**config.mk**
```make
export PLATFORM = sky130hd
export DESIGN_NAME = scan_code_event_queue
export DESIGN_NICKNAME = d
export VERILOG_FILES = /design/src/rtl/scan_code_event_queue.sv
export SDC_FILE = /design/constraint.sdc
export NUM_CORES = 1
export LEC_CHECK = 0
export BUFFER_PORTS_ARGS = -buffer_cell sky130_fd_sc_hd__buf_2
export CORE_UTILIZATION = 45
export CTS_CLUSTER_DIAMETER = 80
export CTS_CLUSTER_SIZE = 24
export DETAILED_ROUTE_END_ITERATION = 8
export GPL_ROUTABILITY_DRIVEN = 0
export PLACE_DENSITY = 0.65
export SYNTH_ARGS = -nofsm -noshare
export SYNTH_HDL_FRONTEND = slang
export SYNTH_SLANG_ARGS = --single-unit
```
**constraint.sdc**
```tcl
create_clock -name fpga_clock -period 7.2 [get_ports fpga_clock]
set_input_delay 0.72 -clock fpga_clock [delete_from_list [all_inputs] [get_ports fpga_clock]]
set_output_delay 0.72 -clock fpga_clock [all_outputs]
set_load 0.02 [all_outputs]
```
**src/rtl/scan_code_event_queue.sv**
```systemverilog
// Folds PS/2 scan-code bytes (E0 / F0 prefixes) into key events and queues them in a show-ahead FIFO.
// Optional typematic-repeat suppression is enabled with SCAN_CODE_REPEAT_FILTER_EN.
module scan_code_event_queue #(
    parameter int FIFO_DEPTH  = 8,
    parameter int COUNT_WIDTH = $clog2(FIFO_DEPTH) + 1
) (
    input  logic                   fpga_clock,
    input  logic                   fpga_reset_n,
    input  logic [7:0]             scan_code_in,
    input  logic                   scan_code_valid,
    output logic [7:0]             key_code,
    output logic                   key_extended,
    output logic                   key_released,
    output logic                   key_event_valid,
    input  logic                   key_event_ready,
    output logic [COUNT_WIDTH-1:0] fifo_count,
    output logic                   overflow,
    input  logic                   clear_overflow,
    output logic                   protocol_error
);
    localparam int PTR_WIDTH = COUNT_WIDTH - 1;
    localparam logic [COUNT_WIDTH-1:0] DEPTH_C = COUNT_WIDTH'(FIFO_DEPTH);

    typedef enum logic [1:0] {
        ST_IDLE      = 2'd0,
        ST_GOT_E0    = 2'd1,
        ST_GOT_F0    = 2'd2,
        ST_GOT_E0_F0 = 2'd3
    } state_t;

    // 0x00 / 0xFF are keyboard error and overrun indications, never part of an event
    function automatic logic is_error_code(input logic [7:0] code);
        return (code == 8'h00) || (code == 8'hFF);
    endfunction

    state_t                 state_r, next_state_s;
    logic                   evt_done_s, evt_ext_s, evt_rel_s, err_s;
    logic                   push_req_s, push_s, pop_s, drop_s, fifo_full_s, fifo_empty_s;
    logic [9:0]             mem_r [FIFO_DEPTH];
    logic [PTR_WIDTH-1:0]   wr_ptr_r, rd_ptr_r;
    logic [COUNT_WIDTH-1:0] count_r;
    logic                   overflow_r, protocol_error_r;
    logic [9:0]             head_s;

    // Prefix decoder: next state, completed-event flags and protocol error
    always_comb begin
        next_state_s = state_r;
        evt_done_s   = 1'b0;
        evt_ext_s    = 1'b0;
        evt_rel_s    = 1'b0;
        err_s        = 1'b0;
        if (scan_code_valid) begin
            if (is_error_code(scan_code_in)) begin
                err_s        = 1'b1;
                next_state_s = ST_IDLE;
            end else begin
                case (state_r)
                    ST_IDLE: begin
                        if (scan_code_in == 8'hE0) begin
                            next_state_s = ST_GOT_E0;
                        end else if (scan_code_in == 8'hF0) begin
                            next_state_s = ST_GOT_F0;
                        end else begin
                            evt_done_s   = 1'b1;
                            next_state_s = ST_IDLE;
                        end
                    end
                    ST_GOT_E0: begin
                        if (scan_code_in == 8'hF0) begin
                            next_state_s = ST_GOT_E0_F0;
                        end else if (scan_code_in == 8'hE0) begin
                            err_s        = 1'b1;
                            next_state_s = ST_GOT_E0;
                        end else begin
                            evt_done_s   = 1'b1;
                            evt_ext_s    = 1'b1;
                            next_state_s = ST_IDLE;
                        end
                    end
                    ST_GOT_F0, ST_GOT_E0_F0: begin
                        next_state_s = ST_IDLE;
                        if ((scan_code_in == 8'hE0) || (scan_code_in == 8'hF0)) begin
                            err_s = 1'b1;
                        end else begin
                            evt_done_s = 1'b1;
                            evt_ext_s  = (state_r == ST_GOT_E0_F0);
                            evt_rel_s  = 1'b1;
                        end
                    end
                    default: begin
                        next_state_s = ST_IDLE;
                    end
                endcase
            end
        end else begin
            next_state_s = state_r;
        end
    end

    // Prefix state register
    always_ff @(posedge fpga_clock or negedge fpga_reset_n) begin
        if (!fpga_reset_n) begin
            state_r <= ST_IDLE;
        end else begin
            state_r <= next_state_s;
        end
    end

`ifdef SCAN_CODE_REPEAT_FILTER_EN
    logic [511:0] key_held_r;
    logic [8:0]   key_idx_s;

    // A make for a key already held is a typematic repeat and is not queued
    always_comb begin
        key_idx_s  = {evt_ext_s, scan_code_in};
        push_req_s = evt_done_s && !(!evt_rel_s && key_held_r[key_idx_s]);
    end

    // Held-key table: make sets, break clears
    always_ff @(posedge fpga_clock or negedge fpga_reset_n) begin
        if (!fpga_reset_n) begin
            key_held_r <= '0;
        end else if (evt_done_s) begin
            key_held_r[key_idx_s] <= ~evt_rel_s;
        end else begin
            key_held_r <= key_held_r;
        end
    end
`else
    // Every completed event is offered to the FIFO
    always_comb begin
        key_idx_unused_guard: push_req_s = evt_done_s;
    end
`endif

    // FIFO control; a pop frees the slot so push into a full FIFO succeeds alongside it
    always_comb begin
        fifo_empty_s = (count_r == {COUNT_WIDTH{1'b0}});
        fifo_full_s  = (count_r == DEPTH_C);
        pop_s        = !fifo_empty_s && key_event_ready;
        push_s       = push_req_s && (!fifo_full_s || pop_s);
        drop_s       = push_req_s && fifo_full_s && !pop_s;
        head_s       = mem_r[rd_ptr_r];
    end

    // Event storage
    always_ff @(posedge fpga_clock) begin
        if (push_s) begin
            mem_r[wr_ptr_r] <= {evt_ext_s, evt_rel_s, scan_code_in};
        end
    end

    // Pointers, occupancy, sticky overflow and error pulse
    always_ff @(posedge fpga_clock or negedge fpga_reset_n) begin
        if (!fpga_reset_n) begin
            wr_ptr_r         <= {PTR_WIDTH{1'b0}};
            rd_ptr_r         <= {PTR_WIDTH{1'b0}};
            count_r          <= {COUNT_WIDTH{1'b0}};
            overflow_r       <= 1'b0;
            protocol_error_r <= 1'b0;
        end else begin
            if (push_s) wr_ptr_r <= wr_ptr_r + {{(PTR_WIDTH-1){1'b0}}, 1'b1};
            if (pop_s)  rd_ptr_r <= rd_ptr_r + {{(PTR_WIDTH-1){1'b0}}, 1'b1};
            case ({push_s, pop_s})
                2'b10:   count_r <= count_r + {{(COUNT_WIDTH-1){1'b0}}, 1'b1};
                2'b01:   count_r <= count_r - {{(COUNT_WIDTH-1){1'b0}}, 1'b1};
                default: count_r <= count_r;
            endcase
            if (drop_s) begin
                overflow_r <= 1'b1;
            end else if (clear_overflow) begin
                overflow_r <= 1'b0;
            end else begin
                overflow_r <= overflow_r;
            end
            protocol_error_r <= err_s;
        end
    end

    assign key_event_valid = !fifo_empty_s;
    assign key_code        = fifo_empty_s ? 8'h00 : head_s[7:0];
    assign key_extended    = fifo_empty_s ? 1'b0 : head_s[9];
    assign key_released    = fifo_empty_s ? 1'b0 : head_s[8];
    assign fifo_count      = count_r;
    assign overflow        = overflow_r;
    assign protocol_error  = protocol_error_r;

endmodule
```
## Yosys cells after proc, flatten, opt, wreduce, memory -nomap -nowiden

Memory sizes are Yosys's and may differ from the RTL's.
Cells that the tools add are included.

| operators by class | value |
|---|---|
| $add $sub $neg | 4 |
| eq/ne operators | 9 |
| mux-type cells | 35 |
| reductions and logical operators | 16 |

Operators by type and width:

| kind | count |
|---|---|
| 1-bit 2-to-1 mux | 25 |
| 8-bit == test, second input constant | 3 |
| 8-bit logical NOT | 1 |
| 2-bit 2-to-1 mux | 4 |
| 8-bit 2-to-1 mux | 1 |
| 4-bit one-hot mux with 2 select lines | 1 |
| 3-bit by 1-bit adder with 3-bit output, second input constant | 2 |
| 2-bit == test, second input constant | 3 |
| 2-bit one-hot mux with 3 select lines | 1 |
| 4-bit by 1-bit adder with 4-bit output, second input constant | 1 |
| 2-bit by 1-bit == test with 1-bit output, second input constant | 2 |
| 4-bit == test, second input constant | 1 |
| 1-bit logical AND | 4 |
| 4-bit logical NOT | 1 |
| 1-bit one-hot mux with 2 select lines | 2 |
| 2-bit nonzero test | 2 |
| 4-bit by 1-bit subtractor with 4-bit output, second input constant | 1 |
| 1-bit logical NOT | 3 |
| 1-bit logical OR | 3 |
| 1-bit one-hot mux with 3 select lines | 1 |
| 2-bit logical NOT | 1 |
| 2-bit OR reduction | 1 |

| storage, ports and cells | value |
|---|---|
| register bits | 14 |
| bits in writable memories | 80 |
| input bits | 13 |
| output and inout bits | 17 |
| word-level logic and storage cells | 71 |
| memories kept | 1 |

Memory list:

| name | depth | bits a word | read ports | clocked after Yosys merged registers in | write ports | line | source |
|---|---|---|---|---|---|---|---|
| mem_r | 8 | 10 | 1 | 0 | 1 | 39 | `logic [9:0] mem_r [FIFO_DEPTH];` |

## Depth between registers and ports, before layout

Gate-level depths: netlist (run 1).

| logic depth | value |
|---|---|
| word-level depth | 9 |
| mapped depth | 11 |
| gate-level depth less buffers | 11 |

## Worst setup path before layout (run 1)

Ideal clock, no wire load.

| path | value |
|---|---|
| path kind | input-to-reg |
| start point | input port scan_code_in[1] |
| end point | memory mem_r[2][0] (enable) |
| setup time | 0.407 ns |
| data arrival time | 2.514 ns |
| required time | 6.793 ns |
| slack | 4.279 ns |
| stages on the path | 5 |
| path buffers | 0 |
| cell sequence | or4_4 > o211ai_1 > nand2_4 > nand2_1 > nor4b_1 |

| between the ends | value |
|---|---|
| longest elaborated chain between the ends | 9 |
| elaborated cells on any way between the ends | 17 |
| those cells by class | 3 x eq/ne; 10 x mux; 4 x reduce/logical |

Ends and longest elaborated chain:

| element | line | source |
|---|---|---|
| from (decl) | 9 | `input logic [7:0] scan_code_in,` |
| 8-bit == test, on equally long branches | n/a |  |
| 1-bit 2-to-1 mux, or another cell as far along | 71 | `end else if (scan_code_in == 8'hE0) begin` |
| 1-bit 2-to-1 mux, on equally long branches | 69, 59, 82 |  |
| 1-bit one-hot mux with 3 select lines | 57 | `case (state_r)` |
| 1-bit 2-to-1 mux * | 53 | `if (is_error_code(scan_code_in)) begin` |
| 1-bit 2-to-1 mux * | 52 | `if (scan_code_valid) begin` |
| 1-bit logical AND * | 141 | `push_s = push_req_s && (!fifo_full_s \|\| pop_s);` |
| 1-bit 2-to-1 mux * | 148 | `if (push_s) begin` |
| 1-bit 2-to-1 mux (not written as such) * | 149 | `mem_r[wr_ptr_r] <= {evt_ext_s, evt_rel_s, scan_code_in};` |
| to (decl) | 39 |  |

Every way passes the cells marked *; elsewhere a longest branch is shown, timed or not.

## Worst setup path in the final report (run 1)

| path | value |
|---|---|
| start point | register rd_ptr_r[1] |
| end point | output port key_code[4] |

| between the ends | value |
|---|---|
| longest elaborated chain between the ends | 2 |

Ends and longest elaborated chain:

| element | line | source |
|---|---|---|
| from (decl) | 40 | `logic [PTR_WIDTH-1:0] wr_ptr_r, rd_ptr_r;` |
| from (signal assigned) | 157 | `rd_ptr_r <= {PTR_WIDTH{1'b0}};` |
| from (signal assigned) | 163 | `if (pop_s) rd_ptr_r <= rd_ptr_r + {{(PTR_WIDTH-1){1'b0}}, 1'b1};` |
| memory read 8 x 10 bit | n/a |  |
| 8-bit 2-to-1 mux | 181 | `assign key_code = fifo_empty_s ? 8'h00 : head_s[7:0];` |
| to (decl) | 11 | `output logic [7:0] key_code,` |

Every way passes these cells.

==> out/metrics.cfg, run 1 <==
[finish]
stdcell_count = 363
final_common_cell = edfxtp_1
num_antenna_cells = 0
num-fill-cells = 705
final_cell_mix = edfxtp_1 (80), buf_2 (29), mux4_2 (20)
fin_util_pct = 53.5
drive_gt1_share_pct = 31.8
postLayoutCellArea_um2 = 4440
nets = 271
area_growth_pct = 14.0

[synthesis]
yosysSeqAreaShare_pct = 70.7
synth_fa_ha_area_share_pct = 1.80
synth_nets = 231
synth_cells = 213
ys_seq_elements = 94
synth-compound-area-share_pct = 2.73
synth_xor_area_share_pct = 1.57
synth_top_family_by_area = multiplexers
yosys_warnings = 0
async_flop_share_pct = 14.9
synth_simple_gate_area_share_pct = 6.14
synth-edff-count = 80
synth_mux_area_share_pct = 15.6
ys_types = 35
ys.flop_type = edfxtp_1
syn_avg_cell_area_um2 = 18.3
syn_area_um2 = 3890

[setup_path]
cp-start-kind = register
rrSetupSlack_ns = 4.59
arrival_ns = 2.26
cp-end-kind = primary output
crit_type = register to primary output
worstPathMaxFanout = 22
critPathRequiredTime_ns = 6.48

[global_route]
gr-usage-met3_pct = 3.59
grt_pass1_wl_um = 11300
grt_start_max_net_pins = 23
globalRouteOverflowTotal = 0
use_met1_pct = 25.6
gr-usage-all-layers_pct = 17.9
antenna_found_initial = 0
busiest_layer = met2
grt_use_met2_pct = 27.5
grt_pass1_vias = 2029

[drt]
vias_per_cell = 5.47
first_pass_iters = 4
wl_per_cell_um = 19.3
post-route-drc-count = 0
drtIter0Drc = 109
ant_nets = 0
vias = 1987
wl_um = 7020

[die]
fp-row-count = 33
die_h_um = 95.0
core_um2 = 8300
ioPinCount = 30
die-width_um = 95.0
start_util_pct = 46.9
fp.dieArea_um2 = 9030

[pwr]
p_per_area_nw_per_um2 = 406
ir_worst_vdd_uv = 182
p_leak_nw = 1.61

[clock_tree]
postCtsSetupBuffers = 0
path_clk_slew_ns = 0.09
holdBufCountCts = 0
ctsRootBufferMaster = clkbuf_8
clk_latency_ns = 0.35
ctsHtreeMaxLevel = 3
clock-sinks = 94
post_cts_resized = 0
clockBufferDepth = 2
cts_made_buffers = 9
cts_tree = done

[timing]
fin_skew_ns = 0.00944
max_freq_ghz = 0.335
setup_viol = 0
slew_viol_final = 0
finalCritPeriodShare_pct = 41.4
rsz0062_at_grt = no
tightest_slew_ns = 1.09
setup-tns-final_ns = 0
slew-limit-headroom_pct = 27.2
hold_viol_final = 0
period_minus_slack_ns = 2.98

[place]
io_buffers = 29
dp_hpwl_um = 4560
placed_cell_area_um2 = 4240
dp.cells = 347

[run]
max-cap-violations = 0

[worst_hold_path]
hp-class = input port to asynchronous set/reset pin

[status]
outcome = complete, no violations

[kinds of logic (layout without fill, tap and decap cells)]
family	count (synthesis)	count (layout)
XOR/XNOR	7	7
AO/OA/AOI/OAI	14	14
adder cells (fa/ha/maj)	5	5
AND/OR/NAND/NOR	45	45
flip-flops	94	94
buffers and inverters	14	59
multiplexers	34	34
[stage by stage]
step	hold slack, ns	setup slack (ns)	power (W)
finish	0.257	4.22	0.00180
global placement	0.458	4.06	0.00147
detailed placement	0.473	3.98	0.00148
CTS	0.260	4.14	0.00183
floorplan	0.424	4.28	0.00126
global route	0.277	4.10	0.00191
[sequential cells by signal, summed over array words and instances (netlist names)]
register and count:
overflow 1, wr_ptr_r 3, mem_r 80, state_r 2, fifo_count 4, rd_ptr_r 3
protocol_error 1
[power breakdown]
part,internal [W],switching [W],leakage [nW]
logic,0.000295,0.000334,0.604
clock network,0.000180,0.000172,0.102
registers,0.000718,0.000104,0.906
[cells in the mapped netlist (2+ instances only)]
cell,count,area share [%]
nand2_1,10,0.96
clkbuf_1,4,0.39
buf_2,2,0.26
edfxtp_1,80,62
xnor2_1,7,1.6
a21oi_1,5,0.64
inv_1,7,0.67
mux2i_1,11,2.8
mux4_2,20,12
dfrtp_1,14,9.0
ha_1,4,1.3
nor2_1,13,1.3
nor3_1,3,0.39
nor4b_1,2,0.45
o21a_1,2,0.39
nand3_1,5,0.64
nor3b_1,2,0.39
or4_4,2,0.58
a21o_1,3,0.58
nor4_1,2,0.32
[metal layers]
layer,wire length (µm),vias to the layer above
met5,0,-
met4,109,0
met3,208,11
met2,3320,35
met1,3380,1022
li1,-,919
[path summary, 6_finish.rpt]
kind                                        to           from  depth (start not counted)
max in group asynchronous       protocol_error   fpga_reset_n                          1
worst max-delay path               key_code[4]    rd_ptr_r[1]                          4
worst min-delay path               wr_ptr_r[2]   fpga_reset_n                          1
worst min register to register        overflow       overflow                          1
min in group fpga_clock               overflow       overflow                          1
worst max register to register   fifo_count[3]  fifo_count[2]                         12
[worst max-delay path, stage by stage (launching register included)]
cell	delay [ns]
dfrtp_1	1.04
mux4_2	0.44
mux2i_1	0.22
nor2_1	0.06
buf_2	0.16
[cell type report]
cell class	instances	area [µm²]	share of cell area, %
sequential	94	2750	62.0
multi-input combinational	105	1130	25.4
timing repair buffer	36	198	4.45
clock buffer	13	159	3.58
tap	105	131	2.96
clock inverter	3	42.5	0.959
inverter	7	26.3	0.592
No activity file was read; power rests on OpenSTA's default activity.
==> run 2, diff against run 1 <==
==> constraint.sdc (replaced) <==
create_clock -name fpga_clock -period 3.1 [get_ports fpga_clock]
set_input_delay 0.31 -clock fpga_clock [delete_from_list [all_inputs] [get_ports fpga_clock]]
set_output_delay 0.31 -clock fpga_clock [all_outputs]
set_load 0.02 [all_outputs]
==> run 2 against run 1 <==
Via count grew 1.1%. Setup slack lost 3.7 ns. Register-to-register slack lost 4.1 ns. Non-clock buffer count grew 7. Largest power group unchanged.
==> out/metrics.cfg, run 2 (synthesis results as in run 1) <==
[timing]
setup_viol = 0
period_minus_slack_ns = 2.58
setup-tns-final_ns = 0
slew_viol_final = 0
finalCritPeriodShare_pct = 83.1
fin_skew_ns = 0.00793
max_freq_ghz = 0.388
hold_viol_final = 0
setup_ws_ns = 0.523
rsz0062_at_grt = no
slew-limit-headroom_pct = 33.6
tightest_slew_ns = 0.989
hold_ws_ns = 0.206

[clock_tree]
clock-sinks = 94
ctsHtreeMaxLevel = 3
postCtsSetupBuffers = 0
clockBufferDepth = 2
path_clk_slew_ns = 0.09
ctsRootBufferMaster = clkbuf_8
clk_latency_ns = 0.37
cts_made_buffers = 9
cts_tree = done

[global_route]
globalRouteOverflowTotal = 0
grt_pass1_wl_um = 11600
grt_start_max_net_pins = 23
grt_pass1_vias = 2034
antenna_found_initial = 0
gr-usage-all-layers_pct = 18.8

[pwr]
p_leak_nw = 1.63
p_per_area_nw_per_um2 = 937
ir_worst_vdd_uv = 364

[finish]
area_growth_pct = 14.6
num_antenna_cells = 0
final_common_cell = edfxtp_1
num-fill-cells = 682
postLayoutCellArea_um2 = 4460
largest-register = mem_r
nets = 278
largest_reg_flops = 80
final_cell_mix = edfxtp_1 (80), buf_2 (29), mux4_2 (20)
drive_gt1_share_pct = 34.0

[drt]
vias_per_cell = 5.43
first_pass_iters = 4
post-route-drc-count = 0
wl_um = 7490
ant_nets = 0
vias = 2009
drtIter0Drc = 111
wl_per_cell_um = 20.2

[die]
start_util_pct = 46.9
fp.dieArea_um2 = 9030
die_h_um = 95.0
core_um2 = 8300
fp-row-count = 33
die-width_um = 95.0
ioPinCount = 30

[place]
dp_hpwl_um = 4800
io_buffers = 29
placed_cell_area_um2 = 4260
dp_slack_ns = 0.251

[setup_path]
worstPathMaxFanout = 5
reg2reg_depth = 11
rrSetupSlack_ns = 0.52
arrival_ns = 2.86
cp-end-kind = register
critPathRequiredTime_ns = 3.39
crit_type = register to register
cp-start-kind = register

[worst_hold_path]
hp-class = input port to register
min_path_cells = 3

[run]
max-cap-violations = 0

[status]
outcome = complete, no violations

## run 2: final timing paths
check / from / end
max: fifo_count[2] / fifo_count[3]
min: clear_overflow / overflow
max reg2reg: fifo_count[2] / fifo_count[3]
min reg2reg: overflow / overflow
max in group asynchronous: fpga_reset_n / rd_ptr_r[2]
min in group asynchronous: fpga_reset_n / fifo_count[0]
## run 2: timing repair
action,4_1_cts,5_1_grt
endpoints found under the hold margin,14,0
hold buffers,1,0
resized for setup,0,0
## run 2: critical path: stages (launching register included)
cell and delay, ns:
dfrtp_1 0.45, nor4_2 0.37, inv_1 0.12, and2_1 0.21, nand3_1 0.13, inv_1 0.09, ha_1 0.28, a21o_1 0.16
a21o_1 0.18, and3_1 0.18, a2bb2oi_1 0.20, xnor2_1 0.14
## run 2: power by group
| group | switching (W) | leakage (nW) | internal, W | total, W |
|---|---|---|---|---|
| logic | 0.000831 | 0.632 | 0.000697 | 0.00153 |
| clock network | 0.000421 | 0.0964 | 0.000372 | 0.000793 |
| registers | 0.000192 | 0.906 | 0.00167 | 0.00186 |
## run 2: per-layer routing
layer,vias up,wire length (µm),global-route usage (%)
met5,-,0,0
met3,9,237,4.31
met1,1035,3570,27.0
met4,0,119,7.83
met2,36,3560,27.8
li1,929,-,-
## run 2: layout make-up
type,count,area [µm²],area share (%)
inverters,7,26.3,0.589
repair buffers,43,253,5.66
clock inverters,6,61.3,1.37
clock buffers,10,128,2.86
flip-flops and latches,94,2750,61.7
multi-input cells,105,1110,24.9
well taps,105,131,2.94
## run 2: metrics by stage
stage	power, W	instances	utilization (%)
2_1_floorplan	0.00292	213	-
3_3_place_gp	0.00342	353	51.4
3_5_place_dp	0.00345	353	51.4
4_1_cts	0.00424	370	53.8
5_1_grt	0.00443	370	53.8
6_report	0.00418	370	53.8
